==> config.mk <==
export PLATFORM = sky130hd
export DESIGN_NAME = mc_ctrl
export DESIGN_NICKNAME = d
export VERILOG_FILES = /design/src/rtl/mc_ctrl.sv
export SDC_FILE = /design/constraint.sdc
export NUM_CORES = 1
export LEC_CHECK = 0
export BUFFER_PORTS_ARGS = -buffer_cell sky130_fd_sc_hd__buf_2
export CELL_PAD_IN_SITES_DETAIL_PLACEMENT = 1
export CELL_PAD_IN_SITES_GLOBAL_PLACEMENT = 1
export CORE_MARGIN = 2
export CORE_UTILIZATION = 37
export DETAILED_ROUTE_END_ITERATION = 7
export PLACE_DENSITY = 0.74
export SLEW_MARGIN = 20
export SYNTH_ARGS = -nofsm -noshare
export SYNTH_HDL_FRONTEND = slang
export SYNTH_SLANG_ARGS = --single-unit
==> constraint.sdc <==
create_clock -name clk -period 2.2 [get_ports clk]
set_clock_uncertainty 0.1 [all_clocks]
set_input_delay 0.33 -clock clk [delete_from_list [all_inputs] [get_ports clk]]
set_output_delay 0.33 -clock clk [all_outputs]
set_load 0.01 [all_outputs]
==> src/rtl/mc_ctrl.sv <==
// rtl/mc_ctrl.sv - multi-cycle main controller: IF/ID/EXE/MEM/WB sequencing and datapath control decode
module mc_ctrl #(
  parameter int CNT_W = 32
) (
  input  logic             clk,
  input  logic             rst,
  input  logic [5:0]       OPcode,
  input  logic             hold,
  output logic             PCWr,
  output logic             IRWr,
  output logic             REgDst,
  output logic             SIgn,
  output logic             JUmp,
  output logic             BRanch,
  output logic             MEmtoReg,
  output logic [2:0]       ALUOP,
  output logic             MEmWrite,
  output logic             ALUSRc,
  output logic             REgWrite,
  output logic [CNT_W-1:0] retire_cnt,
  output logic             illegal
);

  typedef enum logic [2:0] {
    S_IF  = 3'd0,
    S_ID  = 3'd1,
    S_EXE = 3'd2,
    S_MEM = 3'd3,
    S_WB  = 3'd4
  } state_t;

  localparam logic [5:0] OP_R    = 6'b000000;
  localparam logic [5:0] OP_ADDI = 6'b001000;
  localparam logic [5:0] OP_ORI  = 6'b001101;
  localparam logic [5:0] OP_LW   = 6'b100011;
  localparam logic [5:0] OP_SW   = 6'b101011;
  localparam logic [5:0] OP_BEQ  = 6'b000100;
  localparam logic [5:0] OP_J    = 6'b000010;

  state_t           state_q, state_d;
  logic [5:0]       op_q, op_d;
  logic [CNT_W-1:0] cnt_q, cnt_d;
  logic             illegal_q, illegal_d;

  logic pc_wr, ir_wr, reg_wr, mem_wr, lvl_en, jump_id;
  logic dec_regdst, dec_sign, dec_jump, dec_branch, dec_memtoreg, dec_alusrc;
  logic [2:0] dec_aluop;

  function automatic logic op_known(input logic [5:0] op);
    return (op == OP_R) || (op == OP_ADDI) || (op == OP_ORI) || (op == OP_LW) ||
           (op == OP_SW) || (op == OP_BEQ) || (op == OP_J);
  endfunction

  always_comb begin
    dec_regdst   = 1'b0;
    dec_sign     = 1'b0;
    dec_jump     = 1'b0;
    dec_branch   = 1'b0;
    dec_memtoreg = 1'b0;
    dec_alusrc   = 1'b0;
    dec_aluop    = 3'b000;
    case (op_q)
      OP_R:    begin dec_regdst = 1'b1; dec_aluop = 3'b010; end
      OP_ADDI: begin dec_sign = 1'b1; dec_alusrc = 1'b1; end
      OP_ORI:  begin dec_alusrc = 1'b1; dec_aluop = 3'b011; end
      OP_LW:   begin dec_sign = 1'b1; dec_alusrc = 1'b1; dec_memtoreg = 1'b1; end
      OP_SW:   begin dec_sign = 1'b1; dec_alusrc = 1'b1; end
      OP_BEQ:  begin dec_sign = 1'b1; dec_branch = 1'b1; dec_aluop = 3'b001; end
      OP_J:    dec_jump = 1'b1;
      default: ;
    endcase
  end

  always_comb begin
    state_d   = state_q;
    op_d      = op_q;
    cnt_d     = cnt_q;
    illegal_d = illegal_q;
    pc_wr     = 1'b0;
    ir_wr     = 1'b0;
    reg_wr    = 1'b0;
    mem_wr    = 1'b0;
    lvl_en    = 1'b0;
    jump_id   = 1'b0;
    case (state_q)
      S_IF: begin
        ir_wr   = 1'b1;
        state_d = S_ID;
      end
      S_ID: begin
        op_d = OPcode;
        // j and illegal opcodes commit here, so decode the live opcode rather than op_q
        if (OPcode == OP_J) begin
          pc_wr   = 1'b1;
          jump_id = 1'b1;
          state_d = S_IF;
        end else if (!op_known(OPcode)) begin
          pc_wr     = 1'b1;
          illegal_d = 1'b1;
          state_d   = S_IF;
        end else begin
          state_d = S_EXE;
        end
      end
      S_EXE: begin
        lvl_en = 1'b1;
        if (op_q == OP_BEQ) begin
          pc_wr   = 1'b1;
          state_d = S_IF;
        end else if (op_q == OP_LW || op_q == OP_SW) begin
          state_d = S_MEM;
        end else begin
          state_d = S_WB;
        end
      end
      S_MEM: begin
        lvl_en = 1'b1;
        if (op_q == OP_SW) begin
          mem_wr  = 1'b1;
          pc_wr   = 1'b1;
          state_d = S_IF;
        end else begin
          state_d = S_WB;
        end
      end
      S_WB: begin
        lvl_en  = 1'b1;
        reg_wr  = 1'b1;
        pc_wr   = 1'b1;
        state_d = S_IF;
      end
      default: state_d = S_IF;
    endcase
    if (hold) begin
      state_d   = state_q;
      op_d      = op_q;
      illegal_d = illegal_q;
      pc_wr     = 1'b0;
      ir_wr     = 1'b0;
      reg_wr    = 1'b0;
      mem_wr    = 1'b0;
    end
    if (pc_wr) cnt_d = cnt_q + 1'b1;
  end

  always_ff @(posedge clk) begin
    if (rst) begin
      state_q   <= S_IF;
      op_q      <= 6'b000000;
      cnt_q     <= '0;
      illegal_q <= 1'b0;
    end else begin
      state_q   <= state_d;
      op_q      <= op_d;
      cnt_q     <= cnt_d;
      illegal_q <= illegal_d;
    end
  end

  // Reset masks every output, including write enables from a not-yet-reset state
  always_comb begin
    PCWr       = !rst && pc_wr;
    IRWr       = !rst && ir_wr;
    REgWrite   = !rst && reg_wr;
    MEmWrite   = !rst && mem_wr;
    REgDst     = !rst && lvl_en && dec_regdst;
    SIgn       = !rst && lvl_en && dec_sign;
    JUmp       = !rst && ((lvl_en && dec_jump) || jump_id);
    BRanch     = !rst && lvl_en && dec_branch;
    MEmtoReg   = !rst && lvl_en && dec_memtoreg;
    ALUSRc     = !rst && lvl_en && dec_alusrc;
    ALUOP      = (!rst && lvl_en) ? dec_aluop : 3'b000;
    retire_cnt = rst ? '0 : cnt_q;
    illegal    = !rst && illegal_q;
  end

endmodule

==> impl_metrics.ini, run 1 <==
[die]
start_util = 0.380
dieArea_mm2 = 0.00807
pin_count = 55
num_rows = 31
coreArea_mm2 = 0.00718
die_x_um = 89.8
die_h_um = 89.8

[finish]
fin_nets = 435
area_growth_pct = 49.6
drive_above_1_share = 0.427
finalCoreUtilization = 0.568
fin_area_mm2 = 0.00408
diodes = 0
finish.cell_count_without_fillers = 525

[global_route]
overflow = 0
grt_max_degree = 50
grt_antenna_before_repair = 0
grt_pass1_vias = 3034
grt_pass1_wl_mm = 15.3
gr-usage-all-layers = 0.231

[clock_tree]
htreeDepth = 2
clkTransAtPathRegs_ps = 100
cts_buffer_depth = 2
cts.sinks = 42
cts_root_buf = clkbuf_8
clock_latency_ps = 300
cts_buffers = 5
cts_tree = yes

[sta]
hold_viol = 0
timing.final.ws_setup_ps = -66.3
rsz0062_at_grt = yes
max_freq_mhz = 441
period_share = 1.03
setup_tns_ps = -566
tightest_slew_ps = 630
finalSetupViolCount = 13
holdWs_ps = 205
finalCriticalPeriod_ps = 2270
drv_slew = 0
slew_headroom = 0.569

[pwr]
power_mw = 1.74
p_leak_nw = 1.57
powerDensity_mw_per_mm2 = 426
ir_worst_vdd_uv = 385

[placement]
place.gp.congestion = 0.816
place_area_mm2 = 0.00335
dp_cells = 502
dp_hpwl_mm = 5.86
dpl_worst_slack_ps = -134
io_buffers = 53

[synthesis]
syn_inst = 336
synthesis.area_per_instance_um2 = 8.11
synth_edf_count = 0
synth_cell_types = 49
netlist_area_mm2 = 0.00273
synth_top_cell_area_share = 0.308
yosys_warnings = 0
synth-seq-cells = 42
synthArstFlopShare = 0
syn_nets = 346
ys_top_cells_by_count = 49 x nor2_1, 42 x dfxtp_1, 30 x nor2b_1, 29 x mux2_1, 28 x nand2_1
synth.most_common_cell = nor2_1
synth_ff_type = dfxtp_1
synth.area.top_cells = dfxtp_1 31%, mux2_1 12%, nor2b_1 6.9%
synth_top_area_cell = dfxtp_1
synth-seq-area-share = 0.308

[drt]
drt_iter0_drc = 83
routed-via-count = 2927
wl_per_cell_um = 20.0
antenna_left = 0
drt_pass1_iterations = 4
via_per_inst = 5.58
drc = 0
drt_wl_total_mm = 10.5

[run_status]
outcome = complete, but fails checks
failed_checks = negative setup slack

[min_path]
hold_class = input port to flop
hp-start = OPcode[5]
hold_depth = 3
min_to = op_q[5]$_SDFFE_PP0P_

[critical_path]
path_class = flop to flop
worst-r2r-cell-count = 7
rrSetupSlack_ps = -70
arrival_ps = 2370
critPathMaxFanout = 6
critical_path.startpoint_type = flop
timing.rr.end = cnt_q[26]$_SDFFE_PP0P_
worst_setup_path_end_kind = flop
required_ps = 2300
r2r_start = op_q[5]$_SDFFE_PP0P_

[flow_run]
max-cap-violations = 0
## sequential cells by signal, summed over array words and instances, names as in the netlist
name,cells
cnt_q,32
illegal_q,1
op_q,6
state_q,3
## critical path, cell delays in order (launching register included)
cell and delay, ps:
dfxtp_2 340, or3_4 420, nor4_4 230, o21bai_4 110, buf_12 160, buf_12 150, a2111oi_4 320, mux2_4 340
## power by group
part           switching, mW  internal, mW
combinational          0.113        0.0728
sequential            0.0125         0.768
clock                  0.315         0.456
total                  0.440          1.30
## cell type report
cell class	instances	area, µm²
Sequential cell	42	861
Multi-Input combinational cell	260	2140
Timing Repair Buffer	105	777
Clock buffer	5	68.8
Clock inverter	3	68.8
Fill cell	846	3100
Tap cell	99	124
Inverter	11	41.3
## worst max path at each step
| stage | from | slack [ps] | cells after the start | end |
|---|---|---|---|---|
| 2_1_floorplan | op_q[0]$_SDFFE_PP0P_ | 40 | 8 | cnt_q[5]$_SDFFE_PP0P_ |
| 3_3_place_gp | state_q[0]$_SDFFE_PP0N_ | 60 | 7 | cnt_q[28]$_SDFFE_PP0P_ |
| 3_5_place_dp | state_q[0]$_SDFFE_PP0N_ | -130 | 7 | cnt_q[28]$_SDFFE_PP0P_ |
| 4_1_cts | op_q[5]$_SDFFE_PP0P_ | -100 | 8 | PCWr |
| 5_1_grt | op_q[0]$_SDFFE_PP0P_ | -140 | 7 | cnt_q[18]$_SDFFE_PP0P_ |
| 6_report | op_q[5]$_SDFFE_PP0P_ | -70 | 7 | cnt_q[26]$_SDFFE_PP0P_ |
## per-layer routing
metal	vias up	track usage	part of all wire
met2	69	0.431	0.54
met3	27	0.0402	0.030
met1	1456	0.267	0.40
li1	1375	-	-
met5	-	0	0
met4	0	0.0756	0.036
## logic make-up after synthesis
family                   after synthesis  share of synthesized area
AO/OA/AOI/OAI                         60                      0.181
other                                  1                    0.00138
multiplexers                          29                      0.120
AND/OR/NAND/NOR                      166                      0.320
flip-flops                            42                      0.308
buffers and inverters                 34                     0.0551
adder cells (fa/ha/maj)                1                    0.00459
XOR/XNOR                               3                    0.00964
## layout by cell type, fill, tap and decap left out, drive strengths merged, types with 7 or more instances in the layout
cell	instances
buf	104
nor2	49
dfxtp	42
nor2b	30
nand2	29
mux2	29
a21oi	19
nand3	17
a2111oi	12
a211oi	11
inv	10
nand4	10
a31oi	8
nor3	7
## timing repair
item / in CTS / in global routing
setup endpoints to repair: 30 / 36
pin swaps: 4 / 7
hold buffers: 0 / 0
cloned: 1 / 0
setup buffers: 7 / 7
resized for setup: 38 / 45
Note: power is estimated with default switching activity, not from simulation.
==> inputs of run 2 (changes only) <==
--- a/config.mk
+++ b/config.mk
@@ -9,9 +9,10 @@
 export CELL_PAD_IN_SITES_DETAIL_PLACEMENT = 1
 export CELL_PAD_IN_SITES_GLOBAL_PLACEMENT = 1
 export CORE_MARGIN = 2
-export CORE_UTILIZATION = 37
+export CORE_UTILIZATION = 38
+export CTS_BUF_LIST = sky130_fd_sc_hd__clkbuf_8
 export DETAILED_ROUTE_END_ITERATION = 7
-export PLACE_DENSITY = 0.74
+export PLACE_DENSITY = 0.76
 export SLEW_MARGIN = 20
 export SYNTH_ARGS = -nofsm -noshare
 export SYNTH_HDL_FRONTEND = slang
==> impl_metrics.ini, run 2 (same netlist as run 1, synthesis figures left out) <==
[placement]
io_buffers = 53
dp_hpwl_mm = 5.81
place.gp.congestion = 0.774

[critical_path]
cp_top_family = buffers and inverters
worst-r2r-cell-count = 9
path_cells = buf_6 > nand3b_1 > nor4_2 > buf_4 > o21bai_4 > buf_12 > buf_8 > a2111oi_2 > mux2_1
path_buf_inv = 4
worst-path-stages = 9
timing.rr.end = cnt_q[26]$_SDFFE_PP0P_
rrSetupSlack_ps = -200
cp-startpoint = op_q[5]$_SDFFE_PP0P_
critPathCapture = cnt_q[26]$_SDFFE_PP0P_
critPathMaxFanout = 6
crit_slowest_cell = mux2_1
required_ps = 2300
worst_setup_path_end_kind = flop
r2r_start = op_q[5]$_SDFFE_PP0P_
slowest_delay_ps = 390
arrival_ps = 2490
critical_path.startpoint_type = flop
path_class = flop to flop

[global_route]
grt_pass1_wl_mm = 14.2
gr-usage-all-layers = 0.229
grt_antenna_before_repair = 0
grt_pass1_vias = 2957
overflow = 0
grt_max_degree = 80

[sta]
tightest_slew_ps = 603
holdWs_ps = 193
finalSetupViolCount = 18
period_share = 1.09
max_freq_mhz = 417
slew_headroom = 0.587
timing.final.ws_setup_ps = -198
finalCriticalPeriod_ps = 2400
drv_slew = 0
setup_tns_ps = -1380
rsz0062_at_grt = yes
hold_viol = 0

[pwr]
p_int_mw = 1.18
p_comb_frac = 0.118
p_leak_nw = 1.53
switchingPower_mw = 0.424
p_sw_frac = 0.265
ir_worst_vdd_uv = 315
p_seq_frac = 0.486
powerDensity_mw_per_mm2 = 400
clkPwrFrac = 0.395

[finish]
largest_reg_flops = 32
seq_area_um2 = 860
diodes = 0
multi_input_area_mm2 = 0.00213
regMostFlops = cnt_q
drive_above_1_share = 0.428
finalCoreUtilization = 0.582
biggestRegsByFlops = cnt_q x32, op_q x6, state_q x3
fillers = 823
final_cell_mix = 52 x buf_2, 47 x nor2_1, 39 x buf_4
layout_commonest_cell = buf_2
area_growth_pct = 46.7
fin_nets = 432

[run_status]
failed_checks = negative setup slack
outcome = complete, but fails checks

[flow_run]
max-cap-violations = 0

[die]
num_rows = 30
coreArea_mm2 = 0.00687
pin_count = 55
start_util = 0.397
dieArea_mm2 = 0.00787
die_h_um = 88.7
die_x_um = 88.7

[drt]
drt_wl_total_mm = 9.63
antenna_left = 0
drt_pass1_iterations = 4
drt_iter0_drc = 136
wl_per_cell_um = 18.6
drc = 0
via_per_inst = 5.51
routed-via-count = 2859

[min_path]
hold_class = input port to flop

[clock_tree]
cts_buffer_depth = 2
cts_buffers = 5
cts_hold_buf = 0
clkTransAtPathRegs_ps = 90
htreeDepth = 2
cts_root_buf = clkbuf_8
clock_latency_ps = 310
cts_tree = yes
cts.sinks = 42
==> run 2: cell count changes in the layout (fill, tap and decap cells not counted), moves of 3 or more <==
cell      change
dfxtp_2       -4
a31oi_1       +3
a211oi_2      -3
dfxtp_1       +3
a31oi_4       -5
nand3_2       +3
==> run 2: worst min path at each step <==
stage	startpoint	end	slack (ps)	cells after the start
global route	OPcode[4]	op_q[4]$_SDFFE_PP0P_	210	3
detailed placement	illegal_q$_SDFFE_PP0P_	illegal_q$_SDFFE_PP0P_	350	2
global placement	illegal_q$_SDFFE_PP0P_	illegal_q$_SDFFE_PP0P_	350	2
floorplan	illegal_q$_SDFFE_PP0P_	illegal_q$_SDFFE_PP0P_	330	2
CTS	OPcode[3]	op_q[3]$_SDFFE_PP0P_	180	3
finish	OPcode[4]	op_q[4]$_SDFFE_PP0P_	190	3
==> run 2: worst register-to-register path: stages, from the launching register on <==
cell	delay, ps
dfxtp_2	350
buf_6	100
nand3b_1	120
nor4_2	310
buf_4	170
o21bai_4	80
buf_12	160
buf_8	140
a2111oi_2	360
mux2_1	390
==> run 2: per-stage QoR <==
stage | power [mW] | std cells | setup slack [ps] | cell area, µm²
floorplan | 0.891 | 336 | 36.3 | 2730
global route | 1.66 | 519 | -252 | 4000
CTS | 1.58 | 512 | -49.5 | 3630
global placement | 0.947 | 498 | 14.2 | 3330
finish | 1.60 | 519 | -198 | 4000
detailed placement | 0.953 | 498 | -120 | 3330
==> run 2: power groups by stage <==
stage,clock [mW],combinational (mW),sequential (mW)
detailed placement,0,0.157,0.796
floorplan,0,0.0991,0.792
global route,0.673,0.206,0.780
CTS,0.638,0.168,0.778
finish,0.632,0.189,0.778
global placement,0,0.151,0.795
==> run 2: routing by layer <==
metal,vias up,share of wire,track usage
met1,1419,0.42,0.267
met3,15,0.032,0.0457
met4,0,0.017,0.0537
met5,-,0,0
li1,1361,-,-
met2,64,0.53,0.429
==> run 2: layout make-up <==
type | count | share of cell area
repair buffers | 102 | 0.184
clock buffers | 5 | 0.0172
multi-input cells | 260 | 0.533
inverters | 11 | 0.0103
clock inverters | 3 | 0.0103
well taps | 96 | 0.0300
flip-flops and latches | 42 | 0.215
==> run 2: repair_timing <==
item | CTS | global route
cloned | 1 | 0
endpoints found under the setup margin | 18 | 32
resized for setup | 21 | 63
pin swaps | 4 | 12
buffers inserted | 5 | 8
==> inputs of run 3 (changes only) <==
==> constraint.sdc (replaced) <==
create_clock -name clk -period 2.2 [get_ports clk]
set_clock_uncertainty 0.1 [all_clocks]
set_input_delay 0.22 -clock clk [delete_from_list [all_inputs] [get_ports clk]]
set_output_delay 0.22 -clock clk [all_outputs]
set_load 0.01 [all_outputs]
==> impl_metrics.ini, run 3 (same netlist as run 1, synthesis figures left out) <==
[global_route]
grt_pass1_wl_mm = 13.0
grt_pass1_vias = 2703
gr-usage-all-layers = 0.209
grt_use_met1 = 0.263
busiest_layer = met2
overflow = 0
use_met2 = 0.367
grt_max_degree = 49
globalRouteMet3Util = 0.0345
grt_antenna_before_repair = 0

[critical_path]
worst_setup_path_end_kind = primary output
required_ps = 1880
arrival_ps = 1860
path_class = flop to primary output
critPathMaxFanout = 10
critical_path.startpoint_type = flop

[sta]
finalCriticalPeriod_ps = 2180
max_freq_mhz = 459
drv_slew = 0
tightest_slew_ps = 572
finalSetupViolCount = 0
period_share = 0.991
slew_headroom = 0.618
rsz0062_at_grt = yes
hold_viol = 0

[finish]
finalCoreUtilization = 0.510
drive_above_1_share = 0.317
diodes = 0
layout_commonest_cell = buf_2
regMostFlops = cnt_q
largest_reg_flops = 32
fin_nets = 413
biggestRegsByFlops = cnt_q x32, op_q x6, state_q x3
area_growth_pct = 28.4
finish.cell_count_without_fillers = 500
final_cell_mix = 53 x buf_2, 48 x nor2_1, 36 x dfxtp_1

[die]
dieArea_mm2 = 0.00787
coreArea_mm2 = 0.00687
die_h_um = 88.7
start_util = 0.397
die_x_um = 88.7
num_rows = 30
pin_count = 55

[drt]
drt_pass1_iterations = 4
drt_wl_total_mm = 7.93
antenna_left = 0
drt_iter0_drc = 60
wl_per_cell_um = 15.9
via_per_inst = 5.37
drc = 0
routed-via-count = 2684

[clock_tree]
clock_latency_ps = 310
cts_hold_buf = 0
cts_tree = yes
cts_root_buf = clkbuf_8
htreeDepth = 2
cts_buffers = 5
clkTransAtPathRegs_ps = 80
cts.sinks = 42
cts_buffer_depth = 2

[pwr]
powerDensity_mw_per_mm2 = 418
power_mw = 1.46
p_leak_nw = 1.39
ir_worst_vdd_uv = 271

[placement]
dp_cells = 490
dp_hpwl_mm = 5.64
io_buffers = 53
place.gp.congestion = 0.788

[run_status]
outcome = finished, final reports clean

[min_path]
hold_class = input port to flop

[flow_run]
max-cap-violations = 0
## run 3: cell types whose count changed in the layout (fill, tap and decap cells not counted), sizes merged
cell	previous run	this run
bufinv	1	0
clkinv	1	3
inv	11	10
bufbuf	1	0
buf	101	83
## run 3: path summary, 6_finish.rpt
check	from	to	slack (ps)	depth (start not counted)
max	state_q[1]$_SDFFE_PP0N_	ALUOP[1]	20	6
max reg2reg	op_q[5]$_SDFFE_PP0P_	cnt_q[31]$_SDFFE_PP0P_	60	6
min reg2reg	illegal_q$_SDFFE_PP0P_	illegal_q$_SDFFE_PP0P_	390	2
min	OPcode[3]	op_q[3]$_SDFFE_PP0P_	80	3
## run 3: timing repair
item	CTS	global route
buffers inserted	0	2
pin swaps	2	4
setup endpoints to repair	5	23
resized for setup	7	21
## run 3: per-stage QoR
step | hold slack, ps | setup WS (ps) | TNS (ps) | cell area [µm²]
after floorplan | 256 | 36.3 | 0 | 2730
after global placement | 352 | 84.7 | 0 | 3260
after detailed placement | 370 | 25.7 | 0 | 3260
after CTS | 77.9 | 2.64 | 0 | 3380
after global routing | 89.0 | -70.7 | -398 | 3500
final | 77.6 | 20.0 | 0 | 3500
## run 3: worst max-delay path: stages, from the launching register on
cell and delay, ps:
dfxtp_1 340, buf_4 180, nor3b_4 230, o21bai_2 110, or4_4 450, a21oi_2 110, buf_2 130
## run 3: per-layer routing
metal	vias up	share of wire	wire [µm]
met3	9	0.034	267
met1	1298	0.44	3530
met5	-	0	0
met2	48	0.51	4040
met4	0	0.012	97
li1	1329	-	-
## run 3: where the power goes
| part | total, mW | internal (mW) | leakage [nW] | switching [mW] |
|---|---|---|---|---|
| Clock | 0.524 | 0.224 | 0.0441 | 0.301 |
| Combinational | 0.160 | 0.0597 | 0.999 | 0.100 |
| Sequential | 0.778 | 0.768 | 0.342 | 0.00978 |
## run 3: final cells by class
| class | instances | area [µm²] |
|---|---|---|
| multi-input cells | 260 | 1880 |
| fillers | 848 | 3370 |
| inverters | 11 | 41.3 |
| clock inverters | 3 | 21.3 |
| well taps | 96 | 120 |
| clock buffers | 5 | 68.8 |
| repair buffers | 83 | 523 |
| flip-flops and latches | 42 | 851 |
